<file path="src/rtl/alu_muldiv_iter_pkg.sv">
// Shared definitions for the iterative RV32M multiply/divide unit:
// funct3 operation codes, FSM state encoding and operand-signedness helpers.
package alu_muldiv_iter_pkg;

  localparam logic [2:0] INST_MUL    = 3'b000;
  localparam logic [2:0] INST_MULH   = 3'b001;
  localparam logic [2:0] INST_MULHSU = 3'b010;
  localparam logic [2:0] INST_MULHU  = 3'b011;
  localparam logic [2:0] INST_DIV    = 3'b100;
  localparam logic [2:0] INST_DIVU   = 3'b101;
  localparam logic [2:0] INST_REM    = 3'b110;
  localparam logic [2:0] INST_REMU   = 3'b111;

  typedef enum logic [1:0] {
    MD_IDLE = 2'd0,
    MD_CALC = 2'd1,
    MD_FIX  = 2'd2,
    MD_DONE = 2'd3
  } md_state_e;

  // Divide/remainder ops all have funct3[2] set.
  function automatic logic f3_is_div(input logic [2:0] f3);
    return f3[2];
  endfunction

  // rs1 is signed for MUL, MULH, MULHSU, DIV, REM.
  function automatic logic op1_signed(input logic [2:0] f3);
    return (f3 == INST_MUL) || (f3 == INST_MULH) || (f3 == INST_MULHSU) ||
           (f3 == INST_DIV) || (f3 == INST_REM);
  endfunction

  // rs2 is signed for MUL, MULH, DIV, REM (MULHSU treats it as unsigned).
  function automatic logic op2_signed(input logic [2:0] f3);
    return (f3 == INST_MUL) || (f3 == INST_MULH) ||
           (f3 == INST_DIV) || (f3 == INST_REM);
  endfunction

endpackage

</file>
<file path="src/rtl/alu_muldiv_iter_step.sv">
// One iteration of the magnitude datapath. Multiply: shift-add, consuming
// one multiplier LSB from lo. Divide: restoring division, shifting one
// dividend bit from lo into the remainder and one quotient bit into lo.
module muldiv_step #(
  parameter int XLEN = 32
) (
  input  logic            is_div_i,
  input  logic [XLEN:0]   hi_i,    // product high half / remainder
  input  logic [XLEN-1:0] lo_i,    // multiplier+product low / dividend+quotient
  input  logic [XLEN-1:0] opnd_i,  // multiplicand / divisor
  output logic [XLEN:0]   hi_o,
  output logic [XLEN-1:0] lo_o
);

  logic [XLEN+1:0] div_shift;
  logic [XLEN:0]   div_sub;
  logic            div_ge;
  logic [XLEN:0]   mul_add;
  logic [XLEN:0]   mul_sum;

  // Compute both candidate updates and pick the one for the active op.
  always_comb begin
    div_shift = {hi_i, lo_i[XLEN-1]};
    div_ge    = (div_shift >= {2'b00, opnd_i});
    div_sub   = div_shift[XLEN:0] - {1'b0, opnd_i};
    mul_add   = lo_i[0] ? {1'b0, opnd_i} : '0;
    mul_sum   = {1'b0, hi_i[XLEN-1:0]} + mul_add;
    if (is_div_i) begin
      hi_o = div_ge ? div_sub : div_shift[XLEN:0];
      lo_o = {lo_i[XLEN-2:0], div_ge};
    end else begin
      hi_o = {1'b0, mul_sum[XLEN:1]};
      lo_o = {mul_sum[0], lo_i[XLEN-1:1]};
    end
  end

endmodule

</file>
<file path="src/rtl/alu_muldiv_iter.sv">
// Iterative RV32M multiply/divide unit. Operands are latched as magnitudes,
// iterated XLEN times through muldiv_step, sign-corrected once and held
// until the consumer takes the result. Divide-by-zero and signed overflow
// skip the iteration entirely.
module alu_muldiv_iter
  import alu_muldiv_iter_pkg::*;
#(
  parameter int XLEN  = 32,
  parameter int CNT_W = 6
) (
  input  logic            clk,
  input  logic            rst_n,
  input  logic            in_valid,
  output logic            in_ready,
  input  logic [2:0]      funct3,
  input  logic [XLEN-1:0] operand1,
  input  logic [XLEN-1:0] operand2,
  input  logic            flush,
  output logic            out_valid,
  input  logic            out_ready,
  output logic [XLEN-1:0] result,
  output logic            busy
);

  localparam logic [XLEN-1:0] MIN_INT = {1'b1, {(XLEN-1){1'b0}}};

  md_state_e state_q, state_d;

  logic [2:0]      f3_q, f3_d;
  logic            neg_a_q, neg_a_d;
  logic            neg_b_q, neg_b_d;
  logic            spec_q, spec_d;
  logic [CNT_W-1:0] cnt_q, cnt_d;
  logic [XLEN-1:0] opnd_q, opnd_d;
  logic [XLEN:0]   hi_q, hi_d;
  logic [XLEN-1:0] lo_q, lo_d;
  logic [XLEN-1:0] result_q, result_d;

  logic            accept;
  logic            in_is_div, in_neg_a, in_neg_b, in_div0, in_ovf, in_special;
  logic [XLEN-1:0] in_abs_a, in_abs_b, in_spec_val;

  logic            calc_is_div;
  logic [XLEN:0]   step_hi;
  logic [XLEN-1:0] step_lo;

  logic [2*XLEN-1:0] prod_raw, prod_fix;
  logic [XLEN-1:0]   quot_fix, rem_fix, fix_val;

  // Request decode: signedness, magnitudes and the two special cases.
  always_comb begin
    in_is_div = f3_is_div(funct3);
    in_neg_a  = op1_signed(funct3) & operand1[XLEN-1];
    in_neg_b  = op2_signed(funct3) & operand2[XLEN-1];
    in_abs_a  = in_neg_a ? (~operand1 + 1'b1) : operand1;
    in_abs_b  = in_neg_b ? (~operand2 + 1'b1) : operand2;
    in_div0   = in_is_div & (operand2 == '0);
    in_ovf    = in_is_div & ~funct3[0] & (operand1 == MIN_INT) & (operand2 == '1);
    in_special = in_div0 | in_ovf;
    // funct3[1] distinguishes REM/REMU from DIV/DIVU.
    if (in_div0) begin
      in_spec_val = funct3[1] ? operand1 : '1;
    end else begin
      in_spec_val = funct3[1] ? '0 : MIN_INT;
    end
  end

  // State register.
  always_ff @(posedge clk) begin
    if (!rst_n) begin
      state_q <= MD_IDLE;
    end else begin
      state_q <= state_d;
    end
  end

  // Next-state logic; flush wins over everything else.
  always_comb begin
    state_d = state_q;
    if (flush) begin
      state_d = MD_IDLE;
    end else begin
      unique case (state_q)
        MD_IDLE: if (in_valid) state_d = in_special ? MD_FIX : MD_CALC;
        MD_CALC: if (cnt_q == '0) state_d = MD_FIX;
        MD_FIX:  state_d = MD_DONE;
        MD_DONE: if (out_ready) state_d = MD_IDLE;
        default: state_d = MD_IDLE;
      endcase
    end
  end

  // Handshake/status outputs decoded from the registered state only.
  always_comb begin
    in_ready  = (state_q == MD_IDLE);
    busy      = (state_q != MD_IDLE);
    out_valid = (state_q == MD_DONE);
  end

  assign accept      = in_valid & in_ready & ~flush;
  assign calc_is_div = f3_is_div(f3_q);
  assign result      = result_q;

  muldiv_step #(.XLEN(XLEN)) u_step (
    .is_div_i (calc_is_div),
    .hi_i     (hi_q),
    .lo_i     (lo_q),
    .opnd_i   (opnd_q),
    .hi_o     (step_hi),
    .lo_o     (step_lo)
  );

  // Sign correction and result selection applied once in FIX.
  always_comb begin
    prod_raw = {hi_q[XLEN-1:0], lo_q};
    prod_fix = (neg_a_q ^ neg_b_q) ? (~prod_raw + 1'b1) : prod_raw;
    quot_fix = (neg_a_q ^ neg_b_q) ? (~lo_q + 1'b1) : lo_q;
    rem_fix  = neg_a_q ? (~hi_q[XLEN-1:0] + 1'b1) : hi_q[XLEN-1:0];
    if (spec_q) begin
      fix_val = lo_q;
    end else begin
      unique case (f3_q)
        INST_MUL:                            fix_val = prod_fix[XLEN-1:0];
        INST_MULH, INST_MULHSU, INST_MULHU:  fix_val = prod_fix[2*XLEN-1:XLEN];
        INST_DIV, INST_DIVU:                 fix_val = quot_fix;
        default:                             fix_val = rem_fix;
      endcase
    end
  end

  // Datapath next-state: latch on accept, iterate in CALC, capture in FIX.
  always_comb begin
    f3_d     = f3_q;
    neg_a_d  = neg_a_q;
    neg_b_d  = neg_b_q;
    spec_d   = spec_q;
    cnt_d    = cnt_q;
    opnd_d   = opnd_q;
    hi_d     = hi_q;
    lo_d     = lo_q;
    result_d = result_q;
    unique case (state_q)
      MD_IDLE: begin
        if (accept) begin
          f3_d    = funct3;
          neg_a_d = in_neg_a;
          neg_b_d = in_neg_b;
          spec_d  = in_special;
          cnt_d   = CNT_W'(XLEN - 1);
          hi_d    = '0;
          if (in_special) begin
            // Special result parked in lo so FIX can pass it straight through.
            opnd_d = '0;
            lo_d   = in_spec_val;
          end else if (in_is_div) begin
            opnd_d = in_abs_b;
            lo_d   = in_abs_a;
          end else begin
            opnd_d = in_abs_a;
            lo_d   = in_abs_b;
          end
        end
      end
      MD_CALC: begin
        hi_d  = step_hi;
        lo_d  = step_lo;
        cnt_d = cnt_q - 1'b1;
      end
      MD_FIX: begin
        if (!flush) result_d = fix_val;
      end
      default: ;
    endcase
  end

  // Datapath registers.
  always_ff @(posedge clk) begin
    if (!rst_n) begin
      f3_q     <= '0;
      neg_a_q  <= 1'b0;
      neg_b_q  <= 1'b0;
      spec_q   <= 1'b0;
      cnt_q    <= '0;
      opnd_q   <= '0;
      hi_q     <= '0;
      lo_q     <= '0;
      result_q <= '0;
    end else begin
      f3_q     <= f3_d;
      neg_a_q  <= neg_a_d;
      neg_b_q  <= neg_b_d;
      spec_q   <= spec_d;
      cnt_q    <= cnt_d;
      opnd_q   <= opnd_d;
      hi_q     <= hi_d;
      lo_q     <= lo_d;
      result_q <= result_d;
    end
  end

endmodule
</file>
<file path="config.mk">
export PLATFORM = sky130hd
export DESIGN_NAME = alu_muldiv_iter
export DESIGN_NICKNAME = d
export VERILOG_FILES = /design/src/rtl/alu_muldiv_iter_pkg.sv /design/src/rtl/alu_muldiv_iter_step.sv /design/src/rtl/alu_muldiv_iter.sv
export SDC_FILE = /design/constraint.sdc
export NUM_CORES = 1
export LEC_CHECK = 0
export BUFFER_PORTS_ARGS = -buffer_cell sky130_fd_sc_hd__buf_2
export CAP_MARGIN = 20
export CORE_ASPECT_RATIO = 0.8
export CORE_UTILIZATION = 40
export DETAILED_ROUTE_END_ITERATION = 10
export HOLD_SLACK_MARGIN = 0.12
export PLACE_DENSITY_LB_ADDON = 0.3
export SLEW_MARGIN = 25
export SYNTH_ARGS = -nofsm -noshare
export SYNTH_HDL_FRONTEND = slang
export SYNTH_HIERARCHICAL = 1
export SYNTH_SLANG_ARGS = --single-unit
</file>
<file path="constraint.sdc">
create_clock -name clk -period 3.7 [get_ports clk]
set_input_delay 0.74 -clock clk [delete_from_list [all_inputs] [get_ports clk]]
set_output_delay 0.74 -clock clk [all_outputs]
set_load 0.01 [all_outputs]
</file>
==> results summary <==
The run finished with clean final reports. Setup repair after global routing left no endpoint under its margin. The worst setup timing slack at the placement stage came out at about 0.078 ns. The path with the worst hold slack has its endpoint at result[5]$_SDFFE_PN0P_.

The final-report hold violation count came out at 0. STA classifies the critical path startpoint as a flip-flop. The number of buffers inserted by port buffering is ~110.

In the post-synthesis netlist, the biggest area contributors are dfxtp_1, a21oi_1, ha_1. The maximum number of pins on one net before global-route repair is 64. Traced cell by cell, the critical path runs through inv_1 -> ha_1 -> inv_1 -> fa_1 -> a21o_1 -> a221o_1 -> a22oi_2 -> o31ai_1 -> buf_4 -> a41o_1 -> a21o_1 -> a2111oi_2 -> xor2_1 -> and2_1 -> nand3_1 -> a21oi_1. The routability congestion estimate came out at 1.01. For this run, design rule violations remaining after detail routing come to 0.

Clock skew on the completed layout was measured at 0.0150 ns. The post-CTS clock slew at the launch and capture registers of the worst setup and hold paths is 0.07 ns. The count of nets left with antenna violations once routing finished came out at 0. The number of gates resized after cts is 0. The number of flops mapped to enable cells by yosys came out at 0.

The total buffers and inverters traversed by the critical path is 3. Buffers inserted during clock tree synthesis total 17. The die width is between 200 and 250 um. Counting flops with an async set or reset pin after synthesis yields a share of 0%.

The count of state elements after synthesis came out at 143. Clock tree synthesis selected as its root buffer the cell clkbuf_16. The proportion of netlist area held by the largest area contributor came out at 17.9%. The slowest stage of the critical path is the fa_1 cell. The minimum setup slack in the final design came out at 0.141 ns. The largest total area in the synthesized netlist belongs to dfxtp_1. The y dimension of the die came out at 181 um. The number of setup buffers added after CTS came out at 0.

The static leakage power came out at 7.63 nW. The post-synthesis area per instance is ~7.0 um^2. At the end of the flow, the number of nets in the layout was between 2000 and 3000. The min-delay analysis places its worst path in the category reg -> reg. The number of nets in the synthesized netlist is about 2400. The power density of the placed cells came out at 304 nW/um^2.

The number of buffers between clock root and the deepest sink is 2. For the pin with the worst max-slew slack, the measured transition is just under 1 ns. For the worst-skew pair, the clock arrives at the later sink with an insertion delay of roughly 0.46 ns. The die footprint came out at a little over 40000 um^2. Pin placement for this block handled about 110 I/O pins. TritonCTS built the clock tree.

Synthesis instantiated 91 different standard cells from the library. The final route contains approximately 19000 vias. The critical path is of the reg -> reg type. The largest fanout on the critical path came out at 4. The maximum achievable frequency came out at approximately 280 MHz. The number of cells produced by synthesis came out at approximately 2300.

The worst-case IR drop observed on VDD is approximately 0.00035 V. During synthesis, Yosys emitted a total of 6 warnings. The via density per instance is ~6.5. Setup violations remaining at the end of the flow were counted as 0.

The global-route wire length before repair is about 110 mm. The most used flip-flop cell after synthesis is dfxtp_1. The startpoint identified for the worst register-to-register timing path is lo_q[31]$_SDFFE_PN0P_. The number of antenna violations at the first check in global routing was 1. STA puts the critical path data arrival time at 3.94 ns.

For this run the aggregate overflow at the end of global routing stands at 0. Once the floorplan was initialized, standard cells occupied between 40 and 50% of the core. The worst hold path begins at result[5]$_SDFFE_PN0P_.

The number of levels in the clock H-tree is 4. Wires add up to 70.2 mm. In the synthesized netlist, the cells that appear most often are nand2_1, a21oi_1, nor2_1, clkbuf_1, dfxtp_1. The endpoint identified for the worst register-to-register timing path is hi_q[32]$_SDFFE_PN0P_.

The core area came out at between 30000 and 40000 um^2. The worst slew margin relative to its limit is between 30% and 40%. The required time reported for the critical path endpoint came out at just over 4 ns.

Summed over all nets, the half-perimeter wirelength after detailed placement is roughly 54 mm. The cell area after technology mapping is about 16000 um^2. Among all cell types in the netlist, the one instantiated most often is nand2_1. The smallest clock period supported by the final layout is computed as around 3.6 ns. Along the worst hold path, the cell count comes to 2. Dividing the final minimum period by the clock period gives a little over nine tenths. Setup total negative slack on the finished layout was measured at 0 ns. For this design, the sink count on the clock tree is roughly 140.

The first detailed-routing pass ran for 5 iterations. STA classifies the critical path endpoint as a flip-flop. The overall track demand over capacity in global routing came out at between 30 and 40%. The count of hold buffers inserted by post-cts repair is 0. The maximum cell stage delay along the critical path is approximately 0.4 ns. The via count of the first global-routing pass is roughly 17000. The max-slew violation count is 0. The standard-cell row count is 65.

The post-detailed-route wirelength per cell came out at 24.2 um. The worst-case register-to-register setup slack came out at roughly 0.14 ns. In the final layout, the share of cells above drive strength 1 is roughly 15%. The cell family contributing the most delay on the critical path is compound AO/OA/AOI/OAI gates.

Across the run, the number of max-cap violations was 0. The detailed router's first-iteration violation count is approximately 2300. The fraction of the yosys area taken by sequential cells came out at between 10% and 20%. The logic depth of the worst register-to-register path is 16. Relative to the synthesized area, the layout overhead comes to 13.8%.
## cell type report
cell class                      instances  area, um^2
Timing Repair Buffer                  239        1580
Antenna cell                            1        2.50
Tap cell                              536         671
Fill cell                            4084       21200
Inverter                               75         282
Clock buffer                           17         425
Multi-Input combinational cell       1881       12200
Sequential cell                       143        2870
Clock inverter                         15         178
## registers in the layout, indices dropped and copies added (netlist names), 2 cells and up
| signal | cells |
|---|---|
| hi_q | 33 |
| lo_q | 32 |
| opnd_q | 32 |
| result | 32 |
| cnt_q | 6 |
| f3_q | 3 |
| state_q | 2 |
## metrics by stage
step           instances  util (%)  total power, mW  instance area (um^2)  hold slack [ns]
2_1_floorplan       2281         -             2.92                 16000            0.427
3_3_place_gp        2874      44.6             3.63                 17600            0.452
3_5_place_dp        2874      44.6             3.63                 17600            0.460
4_1_cts             2906      46.1             5.46                 18200            0.471
5_1_grt             2906      46.2             5.73                 18200            0.483
6_report            2907      46.2             5.53                 18200            0.468
## power by group
part           leakage, nW  switching [mW]  total, mW  internal, mW
clock network        0.291           0.836       1.85          1.02
registers             1.16           0.140       1.75          1.61
logic                 6.17            1.24       1.93         0.693
total                 7.63            2.21       5.53          3.32
## logic make-up (layout without fill, tap and decap cells)
group | Yosys count | in the layout | share of synthesized area [%]
AND/OR/NAND/NOR | 807 | 807 | 25.0
XOR/XNOR | 179 | 179 | 9.79
buffers and inverters | 257 | 346 | 6.19
multiplexers | 73 | 73 | 4.81
AO/OA/AOI/OAI | 745 | 745 | 30.2
other | 0 | 1 | 0
adder cells (fa/ha/maj) | 77 | 77 | 6.11
flip-flops | 143 | 143 | 17.9
## how the worst max path moves through the flow
stage | startpoint | endpoint | slack, ns | cells after the start
after floorplan | lo_q[0]$_SDFFE_PN0P_ | hi_q[25]$_SDFFE_PN0P_ | 0.37 | 15
after detailed placement | lo_q[0]$_SDFFE_PN0P_ | hi_q[30]$_SDFFE_PN0P_ | 0.08 | 13
final | lo_q[31]$_SDFFE_PN0P_ | hi_q[32]$_SDFFE_PN0P_ | 0.14 | 16
after CTS | lo_q[0]$_SDFFE_PN0P_ | hi_q[30]$_SDFFE_PN0P_ | 0.03 | 13
after global routing | lo_q[0]$_SDFFE_PN0P_ | hi_q[30]$_SDFFE_PN0P_ | 0.002 | 13
after global placement | lo_q[0]$_SDFFE_PN0P_ | hi_q[30]$_SDFFE_PN0P_ | 0.13 | 13
## layout by cell type (no fill, tap or decap), types with 17 or more instances in the layout
cell and n:
a211oi_1 23, a21o_1 48, a21oi_1 219, a221oi_1 22
a31oi_1 44, and2_1 40, and3_1 17, buf_2 106
buf_4 129, clkbuf_16 17, dfxtp_1 141, ha_1 74
inv_1 72, mux2_2 32, mux2i_1 41, nand2_1 230
nand3_1 77, nand4_1 38, nor2_1 170, nor3_1 63
nor4_1 28, o211ai_1 44, o21ai_0 141, o31ai_1 27
or3_1 54, xnor2_1 90, xor2_1 87
## metal layers
| layer | GRT usage (%) | wire length, um |
|---|---|---|
| met1 | 47.6 | 31100 |
| met2 | 49.7 | 29300 |
| met3 | 8.46 | 7580 |
| met4 | 10.8 | 2300 |
| met5 | 0 | 0 |
## worst register-to-register path, cell delays in order (launching register included)
cell and delay, ns:
dfxtp_1 0.32, inv_1 0.09, ha_1 0.17, inv_1 0.05
fa_1 0.40, a21o_1 0.21, a221o_1 0.39, a22oi_2 0.21
o31ai_1 0.12, buf_4 0.16, a41o_1 0.25, a21o_1 0.24
a2111oi_2 0.34, xor2_1 0.17, and2_1 0.14, nand3_1 0.07
a21oi_1 0.16
No activity file was read; power rests on OpenSTA's default activity.
